==> config.mk <==
export PLATFORM = sky130hd
export DESIGN_NAME = fir_tap_window_mc_flat
export DESIGN_NICKNAME = d
export VERILOG_FILES = /design/src/rtl/fir_tap_window_mc_if.sv /design/src/rtl/fir_tap_window_mc.sv /design/src/flat_wrapper.sv
export SDC_FILE = /design/constraint.sdc
export NUM_CORES = 2
export LEC_CHECK = 0
export ABC_AREA = 0
export CORE_UTILIZATION = 35
export CTS_CLUSTER_SIZE = 24
export DETAILED_ROUTE_END_ITERATION = 7
export PLACE_DENSITY = 0.59
export SLEW_MARGIN = 15
export SYNTH_ARGS = -nofsm -noshare
export SYNTH_HDL_FRONTEND = slang
export SYNTH_SLANG_ARGS = --single-unit
==> constraint.sdc <==
create_clock -name clk -period 7.1 [get_ports clk]
set_clock_uncertainty 0.2 [all_clocks]
set_input_delay 1.42 -clock clk [delete_from_list [all_inputs] [get_ports clk]]
set_output_delay 1.42 -clock clk [all_outputs]
set_load 0.02 [all_outputs]
==> src/rtl/fir_tap_window_mc_if.sv <==
// Sample-in / tap-window-out handshake bundle for fir_tap_window_mc.
// The master modport is the producer/consumer side; the slave modport is the block itself.
interface fir_tap_window_mc_if #(
    parameter int unsigned IN_WIDTH = 16,
    parameter int unsigned N_TAPS   = 16,
    parameter int unsigned CH_W     = 2
);
    logic                         s_valid;
    logic                         s_ready;
    logic [IN_WIDTH-1:0]          s_data;
    logic [CH_W-1:0]              s_ch;
    logic                         m_valid;
    logic                         m_ready;
    logic [N_TAPS*IN_WIDTH-1:0]   m_taps;
    logic [CH_W-1:0]              m_ch;

    modport master (
        output s_valid, s_data, s_ch, m_ready,
        input  s_ready, m_valid, m_taps, m_ch
    );

    modport slave (
        input  s_valid, s_data, s_ch, m_ready,
        output s_ready, m_valid, m_taps, m_ch
    );
endinterface

==> src/rtl/fir_tap_window_mc.sv <==
// Multi-channel FIR tap window: per-channel sample history, emits the full
// newest-first window of the channel just written through a single output register.
module fir_tap_window_mc #(
    parameter int unsigned IN_WIDTH    = 16,
    parameter int unsigned N_TAPS      = 16,
    parameter int unsigned N_CH        = 4,
    parameter int unsigned PRIME_ZEROS = 0
) (
    input  logic                  clk,
    input  logic                  rst_n,
    input  logic                  flush,
    fir_tap_window_mc_if.slave    bus,
    output logic                  err_ch
);
    localparam int unsigned CH_W   = (N_CH > 1) ? $clog2(N_CH) : 1;
    localparam int unsigned TW     = N_TAPS * IN_WIDTH;
    localparam int unsigned FILL_W = $clog2(N_TAPS + 1);
    localparam logic [FILL_W-1:0] FILL_FULL = FILL_W'(N_TAPS);

    logic [TW-1:0]     hist_q [N_CH];
    logic [TW-1:0]     hist_d [N_CH];
    logic [FILL_W-1:0] fill_q [N_CH];
    logic [FILL_W-1:0] fill_d [N_CH];

    logic              m_valid_q, m_valid_d;
    logic [TW-1:0]     m_taps_q,  m_taps_d;
    logic [CH_W-1:0]   m_ch_q,    m_ch_d;
    logic              err_q,     err_d;

    logic              s_ready_c;
    logic              acc_c;
    logic              ch_ok_c;
    logic [TW-1:0]     shifted;
    logic [FILL_W-1:0] fill_nxt;

    // Single output register, no skid: accept only when the register is free or draining.
    assign s_ready_c = rst_n & ~flush & (~m_valid_q | bus.m_ready);
    assign acc_c     = bus.s_valid & s_ready_c;
    assign ch_ok_c   = ({1'b0, bus.s_ch} < (CH_W + 1)'(N_CH));

    // Next-state: history shift, fill tracking, window emission and drain.
    always_comb begin
        hist_d    = hist_q;
        fill_d    = fill_q;
        m_valid_d = m_valid_q & ~bus.m_ready;
        m_taps_d  = m_taps_q;
        m_ch_d    = m_ch_q;
        err_d     = 1'b0;
        shifted   = '0;
        fill_nxt  = '0;

        if (flush) begin
            for (int unsigned c = 0; c < N_CH; c++) begin
                hist_d[c] = '0;
                fill_d[c] = '0;
            end
            m_valid_d = 1'b0;
        end else if (acc_c && !ch_ok_c) begin
            err_d = 1'b1;
        end else if (acc_c) begin
            for (int unsigned c = 0; c < N_CH; c++) begin
                if (CH_W'(c) == bus.s_ch) begin
                    shifted   = {bus.s_data, hist_q[c][TW-1:IN_WIDTH]};
                    fill_nxt  = (fill_q[c] == FILL_FULL) ? FILL_FULL
                                                         : fill_q[c] + FILL_W'(1);
                    hist_d[c] = shifted;
                    fill_d[c] = fill_nxt;
                    if ((PRIME_ZEROS != 0) || (fill_nxt == FILL_FULL)) begin
                        m_taps_d  = shifted;
                        m_ch_d    = bus.s_ch;
                        m_valid_d = 1'b1;
                    end
                end
            end
        end
    end

    always_ff @(posedge clk or negedge rst_n) begin
        if (!rst_n) begin
            for (int unsigned c = 0; c < N_CH; c++) begin
                hist_q[c] <= '0;
                fill_q[c] <= '0;
            end
            m_valid_q <= 1'b0;
            m_taps_q  <= '0;
            m_ch_q    <= '0;
            err_q     <= 1'b0;
        end else begin
            for (int unsigned c = 0; c < N_CH; c++) begin
                hist_q[c] <= hist_d[c];
                fill_q[c] <= fill_d[c];
            end
            m_valid_q <= m_valid_d;
            m_taps_q  <= m_taps_d;
            m_ch_q    <= m_ch_d;
            err_q     <= err_d;
        end
    end

    assign bus.s_ready = s_ready_c;
    assign bus.m_valid = m_valid_q;
    assign bus.m_taps  = m_taps_q;
    assign bus.m_ch    = m_ch_q;
    assign err_ch      = err_q;

endmodule

==> src/flat_wrapper.sv <==
// flat-port wrapper written by rule: the top's interface ports become plain ports
module fir_tap_window_mc_flat 
#(
    parameter int unsigned IN_WIDTH    = 16,
    parameter int unsigned N_TAPS      = 16,
    parameter int unsigned N_CH        = 4,
    parameter int unsigned PRIME_ZEROS = 0
)
  (clk, rst_n, flush, err_ch, bus_s_valid, bus_s_data, bus_s_ch, bus_m_ready, bus_s_ready, bus_m_valid, bus_m_taps, bus_m_ch);
  fir_tap_window_mc_if #(.IN_WIDTH(IN_WIDTH), .N_TAPS(N_TAPS), .CH_W(2)) bus_i ();
  input  logic clk;
  input  logic rst_n;
  input  logic flush;
  output logic err_ch;
  input wire logic [$bits(bus_i.s_valid)-1:0] bus_s_valid;
  input wire logic [$bits(bus_i.s_data)-1:0] bus_s_data;
  input wire logic [$bits(bus_i.s_ch)-1:0] bus_s_ch;
  input wire logic [$bits(bus_i.m_ready)-1:0] bus_m_ready;
  output wire logic [$bits(bus_i.s_ready)-1:0] bus_s_ready;
  output wire logic [$bits(bus_i.m_valid)-1:0] bus_m_valid;
  output wire logic [$bits(bus_i.m_taps)-1:0] bus_m_taps;
  output wire logic [$bits(bus_i.m_ch)-1:0] bus_m_ch;
  assign bus_i.s_valid = bus_s_valid;
  assign bus_i.s_data = bus_s_data;
  assign bus_i.s_ch = bus_s_ch;
  assign bus_i.m_ready = bus_m_ready;
  assign bus_s_ready = bus_i.s_ready;
  assign bus_m_valid = bus_i.m_valid;
  assign bus_m_taps = bus_i.m_taps;
  assign bus_m_ch = bus_i.m_ch;
  fir_tap_window_mc #(.IN_WIDTH(IN_WIDTH), .N_TAPS(N_TAPS), .N_CH(N_CH), .PRIME_ZEROS(PRIME_ZEROS)) u_core (.clk(clk), .rst_n(rst_n), .flush(flush), .bus(bus_i), .err_ch(err_ch));
endmodule
# Word-level counts from Yosys, hierarchy flattened
# Cells that the tools add are included.
# W data, S select, Z words.
# totals
out_inout_bits	261
register_bits	1303
inputBits	23
# classes
n_eq_ne	11
muxes	42
reduce_logical	11
n_addsub	4
n_bitwise	8
# op_table
cell	n
$mux W256	12
$mux W1024	2
$eq A5 B5 Y1 const B	8
$mux W20	2
$mux W5	8
$add A5 B1 Y5 const B	4
$mux W2	8
$mux W1	10
$reduce_and A2 Y1	5
$reduce_bool A2 Y1	5
$and A1 B1 Y1	4
$eq A2 B2 Y1 const A	2
$not A1 Y1	3
$eq A1 B2 Y1 const A	1
$logic_not A2 Y1	1
$or A1 B1 Y1	1

# Logic depth before layout (Yosys ltp)
# depth
word_depth	13
depth_mapped	10
ltp_nobuf	7

# Worst setup path before layout
# Ideal clock, no wire load.
# synth_timing
kind	input to output
start	input flush
end	output bus_s_ready
slack_ps	3429
path_buffers	1
arrival_ps	2051
cell_stages	3
cell_sequence	buf_2 nand2b_1 nor2_1
# synth_between
elab_chain_cells	3
# synth_rtl
element	line_no	rtl
start: declaration	flat_wrapper.sv:13	input logic flush;
$not A1 Y1 (no source line)	-	
$and A1 B1 Y1 (2 in a row)	fir_tap_window_mc.sv:37	assign s_ready_c = rst_n & ~flush & (~m_valid_q | bus.m_ready);
end: declaration	flat_wrapper.sv:19	output wire logic [$bits(bus_i.s_ready)-1:0] bus_s_ready;
# Every way passes these cells.

# Worst setup path in the final report
# layout_timing
start	input flush
end	register u_core.m_taps_q[166], in the netlist u_core.bus.m_taps[166]
# layout_between
elab_chain_cells	5
# layout_rtl
element	line_no	rtl
$not A1 Y1 (no source line) *	-	
$and A1 B1 Y1 (2 in a row)	fir_tap_window_mc.sv:37	
$and A1 B1 Y1	fir_tap_window_mc.sv:38	assign acc_c = bus.s_valid & s_ready_c;
$reduce_and A2 Y1 (no source line) *	-	
end signal: assignment	fir_tap_window_mc.sv:94	m_taps_q <= m_taps_d;
end: declaration	fir_tap_window_mc.sv:26	logic [TW-1:0] m_taps_q, m_taps_d;
# Every way passes the cells marked *; elsewhere a longest branch is shown, timed or not.
# A chain may end at the register's enable or synchronous reset.

==> impl_summary.md <==
Run status
The run finished with clean final reports.

Critical path
Along the worst path, the maximum fanout reaches between 100 and 150. Data arrives at the worst endpoint at 5.10 ns. The capturing element type of the critical path is a flip-flop. On the worst path, the slowest cell contributes a delay of 0.97 ns. The cell type with the highest occurrence count on the critical path is sky130_fd_sc_hd__buf_4. In this run the register-to-register setup slack is between 3 and 4 ns. The signal on the critical path passes through buf_8 -> nor2b_1 -> nand3_4 -> buf_4 -> buf_4 -> a21oi_1 -> o22ai_1. Grouping stages by cell kind, the critical path spends the most delay in buffers and inverters. The type of the setup path with the least slack is in2reg.

On the critical path, the stage with the largest delay is an instance of sky130_fd_sc_hd__buf_4. The number of buffers and inverters on the critical path is 3. At the worst endpoint, the required time is 7.60 ns.

The critical path launch point type is an input pin.

Global route
The pin count of the biggest net entering global routing is 180. For this run, the total global-route usage over all layers was measured as 0.287. The first global-routing pass estimated 356 mm of wire. The initial antenna violation count is 3.

The number of global-route vias before repair is ~50,000. The total overflow left after global routing is 0.

Yosys
Of the synthesized area, sequential elements account for 0.547. Yosys mapped a number of flops with a built-in enable equal to 0. Counting distinct cell types in the post-synthesis netlist gives 53. Of the total synthesized cell area, the portion taken by AND, OR, NAND and NOR gates is 0.152. sky130_fd_sc_hd__dfrtp_1 takes more of the synthesized area than any other cell. Counting flops and latches in the post-synthesis netlist gives 1,239.

The post-synthesis instance area is 0.0567 mm^2. During synthesis, Yosys emitted a total of 0 warnings. Of the total synthesized cell area, the portion taken by full adders, half adders and majority gates is 0.00177. For this run, the leading register cell type out of synthesis is sky130_fd_sc_hd__dfrtp_1. The compound-gate portion of the synthesized area is 0.249. The XOR/XNOR share of the synthesized area is 0.00155. The largest family of logic cells by synthesized area is compound AO/OA/AOI/OAI gates. The post-synth net total is 6,402.

Counting flops with an async set or reset pin after synthesis yields a share of 1.00. Synthesis produced 6,371 cells. Of the post-synthesis cell area, the dominant cell type holds 0.547. A synthesized cell averages 8.89 um^2. After synthesis, the cell types taking the most area are sky130_fd_sc_hd__dfrtp_1 (55%), sky130_fd_sc_hd__nand2_1 (13%), sky130_fd_sc_hd__a21oi_1 (11%). The mux cell area share after synthesis is 0.00378.

Detailed routing
In the routed design, unresolved DRC markers number 0. The via count of the routed design is 52,800. The total routed wirelength is 240 mm. Wire segments on met2 add up to 109 mm in the final route. The number of vias per cell is ~6.2.

The average wire per cell in the routed design is ~28 um. Signal routing reaches up to met5. The number of nets with antenna violations after detailed routing is 0. The first routing iteration left 7,078 violations.

Wire segments on met3 add up to 21.7 mm in the final route. In the final routing, the length of wire on met1 measures 94.4 mm. For this run, the detailed router's first-pass iteration total came to 5.

Timing
The number of hold-slack violations in the final timing report is 0. The transition time of the tightest slew-check pin is 1.26 ns. The number of pins with negative max-slew slack in the final report is 0. Setup repair after global routing left no endpoint under its margin.

Setup violations remaining at the end of the flow were counted as 0. Adding up every negative setup slack in the final design gives 0 ns. The upper clock frequency limit is 217 MHz.

Dividing the final minimum period by the clock period gives 0.649. The worst slew slack as a fraction of its limit is 0.159. The post-route minimum period is 4.61 ns. The worst hold slack is between 0.2 and 0.3 ns.

Floorplanning
The effective utilization at floorplan is 0.353. The die boundary width is 404 um. The core box area is around 0.16 mm^2.

From bottom edge to top edge, the die measures 404 um. The standard-cell row count is 147. The die covers 0.163 mm^2. For this design the top-level I/O count stands at 284.

Clock tree
The library cell used as clock root buffer is sky130_fd_sc_hd__clkbuf_16. The sink count of the clock tree is between 1,000 and 1,500. The TritonCTS clock tree is yes. Clock-pin slew was measured on the worst setup and hold paths at 0.06 ns. The number of clock buffers inserted by TritonCTS is 142. The maximum level of the CTS H-tree is 4. The number of post-CTS setup repair buffers is 0. After clock tree synthesis, the flow added hold-fix buffers numbering 0. The clock reaches the later pin of the worst-skew pair after 0.80 ns. The worst-case clock buffer depth is 3. Gates resized during post-CTS repair numbered 0.

Power and ir drop
The worst ir drop on vdd is 0.206 mV. The leakage power summed over all cells is ~25 nW. For this design the ratio of total power to cell area is 269 mW/mm^2. Overall power consumption after layout is estimated at 17.7 mW.

Final layout
Summing all multi-input logic gate instances after layout gives approximately 0.023 mm^2. In the final layout, the share of cells above drive strength 1 is 0.0557. Compared with the post-synthesis result, the final layout area differs by 16.3%.

In the final layout, flip-flops and latches occupy around 0.031 mm^2. For this run, the share of the core covered by cells in the final layout is 0.410. The top cell types in the final layout, fill and taps aside, are sky130_fd_sc_hd__nand2_1 (1,947), sky130_fd_sc_hd__dfrtp_1 (1,239), sky130_fd_sc_hd__a21oi_1 (1,194). For this run, the post-layout net count is approximately 6,300. Leaving out fill and tap cells, the most frequent cell in the layout is sky130_fd_sc_hd__nand2_1. After filler insertion, the fill cell instance count of the layout stands at 15,900.

Placement
The count of buffers from port buffering is 282. The final weighted congestion in routability-driven placement is 0.869. Detailed placement ended at an HPWL of 135 mm.

Run
Across the run, the number of max-cap violations was 0.

Hold path
The path class of the tightest hold or removal check is in2async.
==> routing by layer <==
metal,vias to the layer above,track usage
li1,22300,-
met1,26800,0.384
met2,3135,0.438
met3,561,0.0537
met4,6,0.158
met5,-,0
==> layout make-up <==
cell class | instances | area share
Multi-Input combinational cell | 4478 | 0.353
Inverter | 11 | 0.000627
Clock inverter | 45 | 0.0107
Sequential cell | 1239 | 0.471
Antenna cell | 1 | 0.0000380
Clock buffer | 210 | 0.0639
Tap cell | 2160 | 0.0410
Timing Repair Buffer | 369 | 0.0603
==> worst reg2reg max path, cell delays in order, from the launching register on <==
cell and delay [ns]:
sky130_fd_sc_hd__dfrtp_1 0.49, sky130_fd_sc_hd__inv_1 0.08, sky130_fd_sc_hd__ha_1 0.33, sky130_fd_sc_hd__or3_4 0.63, sky130_fd_sc_hd__buf_4 0.43, sky130_fd_sc_hd__buf_4 0.59
sky130_fd_sc_hd__o31a_1 0.47, sky130_fd_sc_hd__a2111oi_0 0.44, sky130_fd_sc_hd__o22ai_1 0.15
==> flip-flops by register name, indices dropped and copies added, names as in the netlist <==
signal / flops
u_core.hist_q: 960
u_core.bus.m_taps: 256
u_core.fill_q: 20
u_core.bus.m_ch: 2
u_core.bus.m_valid: 1
==> Yosys cell counts, types with 2 or more instances <==
| master | instances |
|---|---|
| sky130_fd_sc_hd__nor4_1 | 3 |
| sky130_fd_sc_hd__a31oi_2 | 2 |
| sky130_fd_sc_hd__buf_1 | 33 |
| sky130_fd_sc_hd__nand2b_1 | 10 |
| sky130_fd_sc_hd__xor2_1 | 5 |
| sky130_fd_sc_hd__o211ai_1 | 10 |
| sky130_fd_sc_hd__o21ai_0 | 15 |
| sky130_fd_sc_hd__xnor2_1 | 5 |
| sky130_fd_sc_hd__nor3_1 | 2 |
| sky130_fd_sc_hd__nand3_1 | 19 |
| sky130_fd_sc_hd__dfrtp_1 | 1239 |
| sky130_fd_sc_hd__o22ai_1 | 233 |
| sky130_fd_sc_hd__a21oi_1 | 1194 |
| sky130_fd_sc_hd__buf_2 | 47 |
| sky130_fd_sc_hd__ha_1 | 8 |
| sky130_fd_sc_hd__inv_1 | 11 |
| sky130_fd_sc_hd__or2_2 | 2 |
| sky130_fd_sc_hd__mux2_2 | 7 |
| sky130_fd_sc_hd__buf_6 | 2 |
| sky130_fd_sc_hd__nor2b_1 | 4 |
| sky130_fd_sc_hd__nand4_1 | 4 |
| sky130_fd_sc_hd__nor2_1 | 243 |
| sky130_fd_sc_hd__o221ai_1 | 240 |
| sky130_fd_sc_hd__and3_1 | 2 |
| sky130_fd_sc_hd__mux2_4 | 9 |
| sky130_fd_sc_hd__nand2_1 | 1947 |
| sky130_fd_sc_hd__and4bb_1 | 2 |
| sky130_fd_sc_hd__o31ai_1 | 9 |
| sky130_fd_sc_hd__a2111oi_0 | 240 |
| sky130_fd_sc_hd__o31a_1 | 240 |
| sky130_fd_sc_hd__o2bb2ai_1 | 3 |
| sky130_fd_sc_hd__clkbuf_1 | 560 |
==> kinds of logic after synthesis <==
group	Yosys count
and+or+nand+nor	2250
DFF	1239
adders and majority gates	8
AOI/OAI and AO/OA	2193
buffers and inverters	654
muxes	16
other	1
xor gates and xnor gates	10
==> report_power, final <==
part / internal (mW) / switching (mW)
combinational: 0.936 / 1.34
clock: 4.42 / 3.26
sequential: 7.33 / 0.424
==> through the flow <==
stage	std cells	worst slack, ns	cell area, um^2
floorplan	6371	3.43	56700
global placement	8256	1.87	60900
detailed placement	8257	1.84	61000
CTS	8512	2.45	65900
global route	8512	2.40	65900
finish	8513	2.49	65900
==> worst paths after layout <==
path / from / end / depth (start not counted)
worst max-delay path: flush / u_core.bus.m_taps[166]$_DFFE_PN0P_ / 7
worst min-delay path: rst_n / u_core.hist_q[29]$_DFFE_PN0P_ / 1
worst max register to register: u_core.fill_q[15]$_DFFE_PN0P_ / u_core.bus.m_taps[142]$_DFFE_PN0P_ / 8
worst min register to register: u_core.bus.m_ch[1]$_DFFE_PN0P_ / u_core.bus.m_ch[1]$_DFFE_PN0P_ / 1
max in group asynchronous: rst_n / u_core.hist_q[149]$_DFFE_PN0P_ / 4
min in group clk: u_core.bus.m_ch[1]$_DFFE_PN0P_ / u_core.bus.m_ch[1]$_DFFE_PN0P_ / 1
No activity file was read; power rests on OpenSTA's default activity.
